$ cat src/rtl/mest_pro_mem_arbiter.sv
// mest_pro_mem_arbiter
// Shares the single MEST Pro program-memory port between the fetch unit
// and the program loader.
//
// The arbiter owns the memory chip-select, write-enable and reset strobes.
// It counts out the memory read latency and returns data, completion and
// error to whichever requester owned the access. Only one access is ever
// in flight.
//
// Parameters
//   ADDR_W       memory address width
//   DATA_W       instruction/data word width
//   MEM_LATENCY  cycles from CS assertion to valid i_m_rdata (1..7)
//
// Ports
//   clk, i_reset                    clock, synchronous active-high reset
//   i_f_req/i_f_addr                fetch read request and address
//   o_f_gnt/o_f_valid               fetch grant pulse, completion pulse
//   o_f_data/o_f_err                fetch response (held between pulses)
//   i_l_req/i_l_we/i_l_addr/i_l_wdata  loader request, direction, address, data
//   o_l_gnt/o_l_valid               loader grant pulse, completion pulse
//   o_l_rdata/o_l_err               loader response (rdata is 0 for writes)
//   o_m_addr/o_m_wdata/o_m_we/o_m_cs/o_m_reset  registered memory port
//   i_m_rdata/i_m_error             memory read data and error
//   o_busy                          high whenever the FSM is not IDLE
//
// Configuration macro
//   MEST_ARB_FETCH_PRIO_EN  defined: fetch always wins simultaneous requests
//                           undefined: round-robin on a last-winner pointer
module mest_pro_mem_arbiter #(
    parameter int ADDR_W      = 16,
    parameter int DATA_W      = 28,
    parameter int MEM_LATENCY = 1
) (
    input  logic              clk,
    input  logic              i_reset,
    input  logic              i_f_req,
    input  logic [ADDR_W-1:0] i_f_addr,
    output logic              o_f_gnt,
    output logic              o_f_valid,
    output logic [DATA_W-1:0] o_f_data,
    output logic              o_f_err,
    input  logic              i_l_req,
    input  logic              i_l_we,
    input  logic [ADDR_W-1:0] i_l_addr,
    input  logic [DATA_W-1:0] i_l_wdata,
    output logic              o_l_gnt,
    output logic              o_l_valid,
    output logic [DATA_W-1:0] o_l_rdata,
    output logic              o_l_err,
    output logic [ADDR_W-1:0] o_m_addr,
    output logic [DATA_W-1:0] o_m_wdata,
    output logic              o_m_we,
    output logic              o_m_cs,
    output logic              o_m_reset,
    input  logic [DATA_W-1:0] i_m_rdata,
    input  logic              i_m_error,
    output logic              o_busy
);

    typedef enum logic [1:0] {
        IDLE   = 2'd0,
        ACCESS = 2'd1,
        WAIT   = 2'd2,
        RESP   = 2'd3
    } state_t;

    // The counter is loaded in ACCESS, so zero means "sample this cycle".
    localparam logic [2:0] LAT_LOAD = 3'(MEM_LATENCY - 1);

    state_t     state;
    state_t     state_next;
    logic       winner;       // owner of the access in flight: 1 = loader
    logic       we_q;         // access in flight is a loader write
    logic [2:0] lat_cnt;
    logic       start;        // accept a request this cycle
    logic       pick_l;       // loader wins the current arbitration
    logic       capture;      // memory response is valid this cycle
    logic       reset_d;

    // Arbitration: a lone request always wins. Ties are broken by the
    // configured policy.
`ifdef MEST_ARB_FETCH_PRIO_EN
    // Fixed priority: the loader only wins when fetch is idle.
    always_comb begin
        pick_l = i_l_req && !i_f_req;
    end
`else
    logic last_l;             // last winner pointer: 1 = loader won last

    // Round-robin: on a tie, the requester that did not win last wins.
    always_comb begin
        pick_l = 1'b0;
        if (i_f_req && i_l_req) begin
            pick_l = !last_l;
        end else begin
            pick_l = i_l_req;
        end
    end

    // The pointer resets to "loader won last", so fetch wins the first tie.
    always_ff @(posedge clk) begin
        if (i_reset) begin
            last_l <= 1'b1;
        end else if (start) begin
            last_l <= pick_l;
        end
    end
`endif

    // Next-state logic.
    // A request raised during RESP is only looked at once the FSM is back
    // in IDLE, which keeps at most one access in flight.
    always_comb begin
        state_next = state;
        start      = 1'b0;
        capture    = 1'b0;
        case (state)
            IDLE: begin
                if (i_f_req || i_l_req) begin
                    start      = 1'b1;
                    state_next = ACCESS;
                end
            end
            ACCESS: state_next = WAIT;
            WAIT: begin
                if (lat_cnt == 3'd0) begin
                    capture    = 1'b1;
                    state_next = RESP;
                end
            end
            RESP:    state_next = IDLE;
            default: state_next = IDLE;
        endcase
    end

    // State register and all registered outputs.
    // The strobes are computed from the next state, so they line up with
    // the state they belong to: gnt and cs appear in ACCESS, valid in RESP.
    // A reset mid-access simply discards the access.
    always_ff @(posedge clk) begin
        if (i_reset) begin
            state     <= IDLE;
            winner    <= 1'b0;
            we_q      <= 1'b0;
            lat_cnt   <= 3'd0;
            o_f_gnt   <= 1'b0;
            o_l_gnt   <= 1'b0;
            o_f_valid <= 1'b0;
            o_l_valid <= 1'b0;
            o_f_data  <= '0;
            o_f_err   <= 1'b0;
            o_l_rdata <= '0;
            o_l_err   <= 1'b0;
            o_m_addr  <= '0;
            o_m_wdata <= '0;
            o_m_we    <= 1'b0;
            o_m_cs    <= 1'b0;
            o_busy    <= 1'b0;
        end else begin
            state     <= state_next;
            o_f_gnt   <= start && !pick_l;
            o_l_gnt   <= start && pick_l;
            o_m_cs    <= start;
            o_m_we    <= start && pick_l && i_l_we;
            o_busy    <= (state_next != IDLE);
            o_f_valid <= capture && !winner;
            o_l_valid <= capture && winner;

            if (start) begin
                winner    <= pick_l;
                we_q      <= pick_l && i_l_we;
                o_m_addr  <= pick_l ? i_l_addr : i_f_addr;
                o_m_wdata <= pick_l ? i_l_wdata : '0;
            end

            if (state == ACCESS) begin
                lat_cnt <= LAT_LOAD;
            end else if (state == WAIT && lat_cnt != 3'd0) begin
                lat_cnt <= lat_cnt - 3'd1;
            end

            // A write acknowledgement carries zero data but still reports
            // the memory error flag.
            if (capture) begin
                if (winner) begin
                    o_l_rdata <= we_q ? '0 : i_m_rdata;
                    o_l_err   <= i_m_error;
                end else begin
                    o_f_data  <= i_m_rdata;
                    o_f_err   <= i_m_error;
                end
            end
        end
    end

    // Memory reset: held for every reset cycle plus one cycle after
    // i_reset drops, so the macro sees a reset strobe that fully
    // surrounds the arbiter's own reset.
    always_ff @(posedge clk) begin
        reset_d   <= i_reset;
        o_m_reset <= i_reset || reset_d;
    end

endmodule

$ cat config.mk
export PLATFORM = sky130hd
export DESIGN_NAME = mest_pro_mem_arbiter
export DESIGN_NICKNAME = d
export VERILOG_FILES = /design/src/rtl/mest_pro_mem_arbiter.sv
export SDC_FILE = /design/constraint.sdc
export NUM_CORES = 1
export LEC_CHECK = 0
export ABC_AREA = 1
export CAP_MARGIN = 30
export CORE_UTILIZATION = 45
export DETAILED_ROUTE_END_ITERATION = 12
export GPL_TIMING_DRIVEN = 0
export PLACE_DENSITY = 0.91
export SYNTH_ARGS = -nofsm -noshare
export SYNTH_HDL_FRONTEND = slang
export SYNTH_SLANG_ARGS = --single-unit
$ cat constraint.sdc
create_clock -name clk -period 2.8 [get_ports clk]
set_input_delay 0.56 -clock clk [delete_from_list [all_inputs] [get_ports clk]]
set_output_delay 0.56 -clock clk [all_outputs]
set_load 0.01 [all_outputs]
Word level (Yosys, flattened, before mapping)
Index checks and enable logic that the tools add are counted.
{ "word_totals": {"regBits": 119, "inputBits": 94, "out_inout_bits": 110, "wordCells": 56} }
{ "classes": {"n_addsub": 1, "n_eq_ne": 3, "muxes": 11, "bitwise": 1, "reduce_logical": 20} }
{ "op_table": {"columns": ["cell", "n"], "rows": [
  ["$mux W28", 2],
  ["$mux W16", 1],
  ["$logic_and A1 B1 Y1", 8],
  ["$pmux W2 S4", 1],
  ["$mux W1", 5],
  ["$eq A2 B2 Y1 const B", 2],
  ["$mux W2", 2],
  ["$reduce_and A2 Y1", 2],
  ["$logic_not A1 Y1", 3],
  ["$logic_not A3 Y1", 1],
  ["$reduce_bool A3 Y1", 1],
  ["$sub A3 B1 Y3 const B", 1],
  ["$eq A2 B1 Y1 const B", 1],
  ["$logic_not A2 Y1", 1],
  ["$logic_or A1 B1 Y1", 2],
  ["$reduce_bool A2 Y1", 1],
  ["$reduce_or A2 Y1", 1],
  ["$not A1 Y1", 1]
]} }

Logic depth before layout (Yosys ltp)
Gate-level depths: netlist of run 1.
{ "logic_depth": {"ltp_word": 5, "ltp_mapped": 10, "ltp_nobuf": 9} }

Worst setup path before layout of run 1
OpenSTA, ideal clock, no wires.
{ "synth_path": {"path_kind": "register -> register", "from": "register state[0]", "to": "register o_l_rdata[4]", "setup_ns": 0.113, "t_arrival_ns": 1.347, "required_time_ns": 2.687, "path_slack_ns": 1.341, "stages_incl_launch_ff": 10, "path_buffers": 2, "synth_period_minus_slack_ns": 1.459, "path_cell_list": "dfxtp_1 inv_1 ha_1 inv_2 nor2_2 nand2_1 buf_2 buf_4 nand3_1 nand2_1"} }
{ "synth_between": {"elab_chain_cells": 3} }
{ "synth_rtl": {"columns": ["item", "line_no", "source"], "rows": [
  ["start, declared", "71", "state_t state;"],
  ["start signal, assigned", "161", "state <= state_next;"],
  ["$eq A2 B2 Y1", "118", "case (state)"],
  ["$mux W1", "118", null],
  ["$reduce_and A2 Y1 (no source line)", null, null],
  ["end signal, assigned", "187", "o_l_rdata <= we_q ? '0 : i_m_rdata;"],
  ["end, declared", "49", "output logic [DATA_W-1:0] o_l_rdata,"]
]} }
No other way between the ends.
A chain may end at the register's enable or synchronous reset.

Final worst setup path of run 1
{ "layout_path": {"from": "register o_l_rdata[25]", "to": "output port o_l_rdata[25]"} }
No word-level cell between the ends.

==> metrics.cfg, run 1 <==
[sta]
hold_violations=0
slew_violations=0
clock.fmax_mhz=504
setup-tns-final_ns=0
worst_slew_pin_slew_ns=0.580
fin_ws_ns=0.815
report.final.setup_viol=0
finalCritPeriodShare_pct=70.9
rsz0062_at_grt=false
max_slew_margin_pct=61.3
finalCriticalPeriod_ns=1.99
clock_skew_ns=0.00807

[global_route]
grt_pass1_wl_mm=22.3
grt_pass1_vias=4663
grt_max_degree=17
grt-ovfl-total=0
antenna_found_initial=0
grtUsageTotal_pct=26.2

[clocking]
cts_resized=0
cts.path.max_buffers=2
htreeDepth=4
cts_root_buf=clkbuf_8
clock-sinks=119
worstSkewPairLatency_ns=0.50
post-cts-setup-buffer-count=0
cts_buffers=17
cts-hold-fix-buffers=0
cts.clk_slew.worst_paths_ns=0.06
cts_tree=done

[synthesis]
yosysTopAreaCell=dfxtp_1
ys_seq_area_share_pct=51.2
synth_seq_cells=119
synth_area_mm2=0.00466
syn_avg_cell_area_um2=7.16
syn_nets=750
synth_area_leaders=dfxtp_1, nand2_1, nand3_1
yosysUniqueCellTypes=24
syn_inst=650
synth_top_area_share_pct=51.2
yosys_warnings=0

[placement]
dpl-instance-area_mm2=0.00686
pre_cts_ws_ns=0.615
port_buffers=203
place_congestion=0.859
dp_hpwl_mm=10.1

[worst_setup_path]
crit_required_ns=2.24
end_kind=output pin
max_stage_delay_ns=0.59
crit_arrival_ns=1.43
crit_path_start=o_l_rdata[25]
crit_chain=clkdlybuf4s50_1
critical_path_class=flip-flop to output pin
cpMaxStageDelayCell=clkdlybuf4s50_1
path_buf_inv=1
critPathMaxFanout=2
critical-path-top-delay-family=buffers and inverters
r2r-start=state[0]
r2r_setup_slack_ns=1.08
start_kind=flip-flop
r2r_cells=9
crit_cells=1

[finish]
final_nets=972
drive_above_1_share_pct=7.80
stdcell_area_mm2=0.00744
syn2layout_area_growth_pct=59.8
diodes=0
nFillCells=740
multiInputGateArea_mm2=0.00192
final_util_pct=75.1
final_common_cell=nand2_1
regArea_mm2=0.00238
final_cell_mix=nand2_1, clkdlybuf4s50_1, dfxtp_1

[power]
leakage_nw=3.38
total_power_mw=6.23
power.density_mw_per_mm2=837
vdd_drop_max_uv=467

[detailed_routing]
dr_total_vias=4844
firstDrtPassIters=5
wire_per_inst_um=13.7
drt.antenna.violating_nets=0
vias_per_cell=4.76
drc=0
drt-total-wl_mm=14.0
first_iter_violations=171

[die]
design.die.area_mm2=0.0108
die_h_um=104
die_width_um=104
io_pins=204
initial_core_util_pct=47.0
row_count=36
core_area_mm2=0.00991

[hold_path]
hp-class=flip-flop to flip-flop
whs_path_depth=1
min_from=reset_d

[run]
max_cap_viol_count=0

[status]
status=finished clean

## where the power goes
group,switching [mW],internal [mW],total [mW]
clock network,0.815,1.32,2.14
registers,0.165,2.02,2.19
logic,0.975,0.931,1.91
total,1.95,4.28,6.23
## logic make-up (layout without fill, tap and decap cells)
| group | after synthesis | count (layout) | share of synthesized area (%) |
|---|---|---|---|
| and+or+nand+nor | 423 | 423 | 37.0 |
| DFF | 119 | 119 | 51.2 |
| buffers and inverters | 80 | 315 | 7.68 |
| AOI/OAI and AO/OA | 22 | 22 | 2.50 |
| adders and majority gates | 6 | 6 | 1.61 |
## metal layers
metal	track usage [%]	up-vias	routed length [um]	part of all wire (%)
met1	29.8	2150	5540	40
li1	-	2443	-	-
met4	10.4	0	249	1.8
met5	0	-	0	0
met2	46.5	232	6940	50
met3	6.92	19	1250	8.9
## metrics by stage
stage	instances	hold slack (ns)
final	1018	0.410
after global routing	1018	0.436
after CTS	1018	0.413
after detailed placement	986	0.399
after global placement	986	0.394
after floorplan	650	0.393
## worst paths after layout
check,end
min reg2reg,o_m_reset
min,o_m_reset
max,o_l_rdata[25]
max reg2reg,o_l_rdata[5]
## cells in the mapped netlist
cell type / number
o21ai_0: 3
nor3_1: 1
nand3_1: 73
inv_1: 42
buf_1: 4
nor3b_1: 1
nand3_2: 1
ha_1: 6
o21ai_1: 1
clkbuf_1: 9
buf_6: 3
nor2_4: 2
buf_2: 16
nand2_1: 240
a211oi_1: 1
dfxtp_1: 119
nor2_2: 5
or2_2: 2
buf_4: 4
o21ai_2: 1
nor2_1: 97
a21oi_1: 16
nand2_2: 1
inv_2: 2
## flip-flops by register name, indices dropped and copies added (netlist names)
register and cells:
o_l_valid 1, winner 1, o_f_valid 1, o_f_gnt 1
o_m_reset 1, lat_cnt 3, o_f_err 1, reset_d 1
o_m_we 1, state 2, o_busy 1, o_m_cs 1
o_l_rdata 28, o_l_err 1, we_q 1, o_m_addr 16
o_m_wdata 28, last_l 1, o_f_data 28, o_l_gnt 1
## layout make-up
cell class | instances | share of cell area [%]
plain buffers | 36 | 2.59
clock buffers | 19 | 5.93
clock inverters | 13 | 1.97
inverters | 44 | 2.22
multi-input cells | 451 | 25.8
flip-flops and latches | 119 | 32.0
well taps | 133 | 2.24
repair buffers | 203 | 27.3
Note: power is estimated with default switching activity, not from simulation.
==> run 2: changes to the inputs <==
CORE_UTILIZATION = 38   (was 45)
PLACE_DENSITY = 0.82   (was 0.91)
clock period = 1.81 ns   (was 2.8 ns; I/O delays follow)
==> run 2 against run 1 <==
Final cell count increased by 1.4%. Die area increased by 18%. Critical path type unchanged. Register-to-register slack got worse by 0.88 ns. Combinational power increased by 58%. Largest cell class unchanged.
==> metrics.cfg, run 2 (same netlist as run 1, synthesis figures left out) <==
[sta]
worst_slew_pin_slew_ns=0.603
max_slew_margin_pct=59.8
slew_violations=0
setup-tns-final_ns=0
finalCriticalPeriod_ns=1.70
hold_violations=0
clock_skew_ns=0.00716
finalCritPeriodShare_pct=93.9
rsz0062_at_grt=false
report.final.setup_viol=0
timing.hold.ws_ns=0.412
clock.fmax_mhz=588

[finish]
syn2layout_area_growth_pct=62.1
top_regs=o_f_data: 28 flops, o_l_rdata: 28 flops, o_m_wdata: 28 flops
final_cell_mix=nand2_1, clkdlybuf4s50_1, dfxtp_1
diodes=0
final_nets=972
drive_above_1_share_pct=8.14
final_common_cell=nand2_1

[worst_setup_path]
r2r-end=o_f_data[23]
crit_chain=clkdlybuf4s50_1
end_kind=output pin
r2r_setup_slack_ns=0.20
start_kind=flip-flop
crit_required_ns=1.45
cpMaxStageDelayCell=clkdlybuf4s50_1
r2r-start=lat_cnt[0]
crit_path_start=o_m_addr[13]
critPathMaxFanout=2
path_buf_inv=1
crit_cells=1
crit_path_end=o_m_addr[13]
crit_arrival_ns=1.34
max_stage_delay_ns=0.58
critical-path-top-delay-family=buffers and inverters
critical_path_class=flip-flop to output pin
r2r_cells=10

[power]
p_sw_mw=3.05
total_power_mw=10.0
comb_power_share_pct=30.1
clockPowerShare_pct=35.9
vdd_drop_max_uv=766
p_int_mw=6.95
seqPwrFrac_pct=33.9
p_sw_share_pct=30.5
leakage_nw=3.41
power.density_mw_per_mm2=1320

[clocking]
cts_buffers=17
worstSkewPairLatency_ns=0.42
cts.path.max_buffers=2
cts_tree=done
clock-sinks=119
cts.clk_slew.worst_paths_ns=0.06
htreeDepth=4
cts_root_buf=clkbuf_16
cts-hold-fix-buffers=0

[placement]
place_congestion=0.786
port_buffers=203
dp_hpwl_mm=10.2

[global_route]
grt_pass1_wl_mm=22.4
antenna_found_initial=0
grt-ovfl-total=0
grtUsageTotal_pct=23.1
grt_max_degree=17
grt_pass1_vias=4601

[die]
core_area_mm2=0.0120
io_pins=204
row_count=40
die_h_um=113
initial_core_util_pct=38.9
design.die.area_mm2=0.0127
die_width_um=113

[detailed_routing]
vias_per_cell=4.62
first_iter_violations=325
drc=0
drt-total-wl_mm=14.1
firstDrtPassIters=5
dr_total_vias=4772
wire_per_inst_um=13.6
drt.antenna.violating_nets=0

[hold_path]
hp-class=flip-flop to flip-flop

[status]
status=finished clean

[run]
max_cap_viol_count=0

-- run 2: worst min path at each step --
stage                     depth (start not counted)    start  slack (ns)        end
after floorplan                                   0  i_reset        0.39    reset_d
after global placement                            1  reset_d        0.40  o_m_reset
after detailed placement                          1  reset_d        0.41  o_m_reset
after CTS                                         1  reset_d        0.42  o_m_reset
after global routing                              1  reset_d        0.43  o_m_reset
final                                             1  reset_d        0.41  o_m_reset
-- run 2: cell type report --
class / count / area [um2]
fill: 1046 / 4410
timing repair buffer: 203 / 2030
sequential: 119 / 2380
multi-input combinational: 451 / 1940
inverter: 44 / 165
clock inverter: 14 / 200
clock buffer: 18 / 439
tap: 147 / 184
buffer: 36 / 204
-- run 2: metal layers --
layer	share of wire [%]	global-route usage (%)
met5	0	0
met4	2.1	10.4
met3	9.4	8.68
met2	47	39.5
met1	41	25.5
-- run 2: power by group through the flow --
stage	combinational (mW)	clock (mW)	sequential, mW
2_1_floorplan	1.24	0	3.64
4_1_cts	2.99	3.65	3.39
5_1_grt	3.33	3.77	3.45
3_3_place_gp	2.92	0	3.42
3_5_place_dp	2.95	0	3.44
6_report	3.01	3.60	3.39
-- run 2: per-stage QoR --
| step | setup slack, ns | instances | utilization (%) | cell area, um2 |
|---|---|---|---|---|
| 4_1_cts | 0.0725 | 1032 | 62.8 | 7510 |
| 5_1_grt | 0.0175 | 1032 | 63.1 | 7550 |
| 3_3_place_gp | -0.237 | 1000 | 57.5 | 6870 |
| 2_1_floorplan | 0.351 | 650 | - | 4660 |
| 3_5_place_dp | -0.237 | 1000 | 57.5 | 6870 |
| 6_report | 0.111 | 1032 | 63.1 | 7550 |
-- run 2: repair_timing --
action	4_1_cts	5_1_grt
endpoints found under the setup margin	0	46
setup buffers	0	0
gates resized for setup	0	10
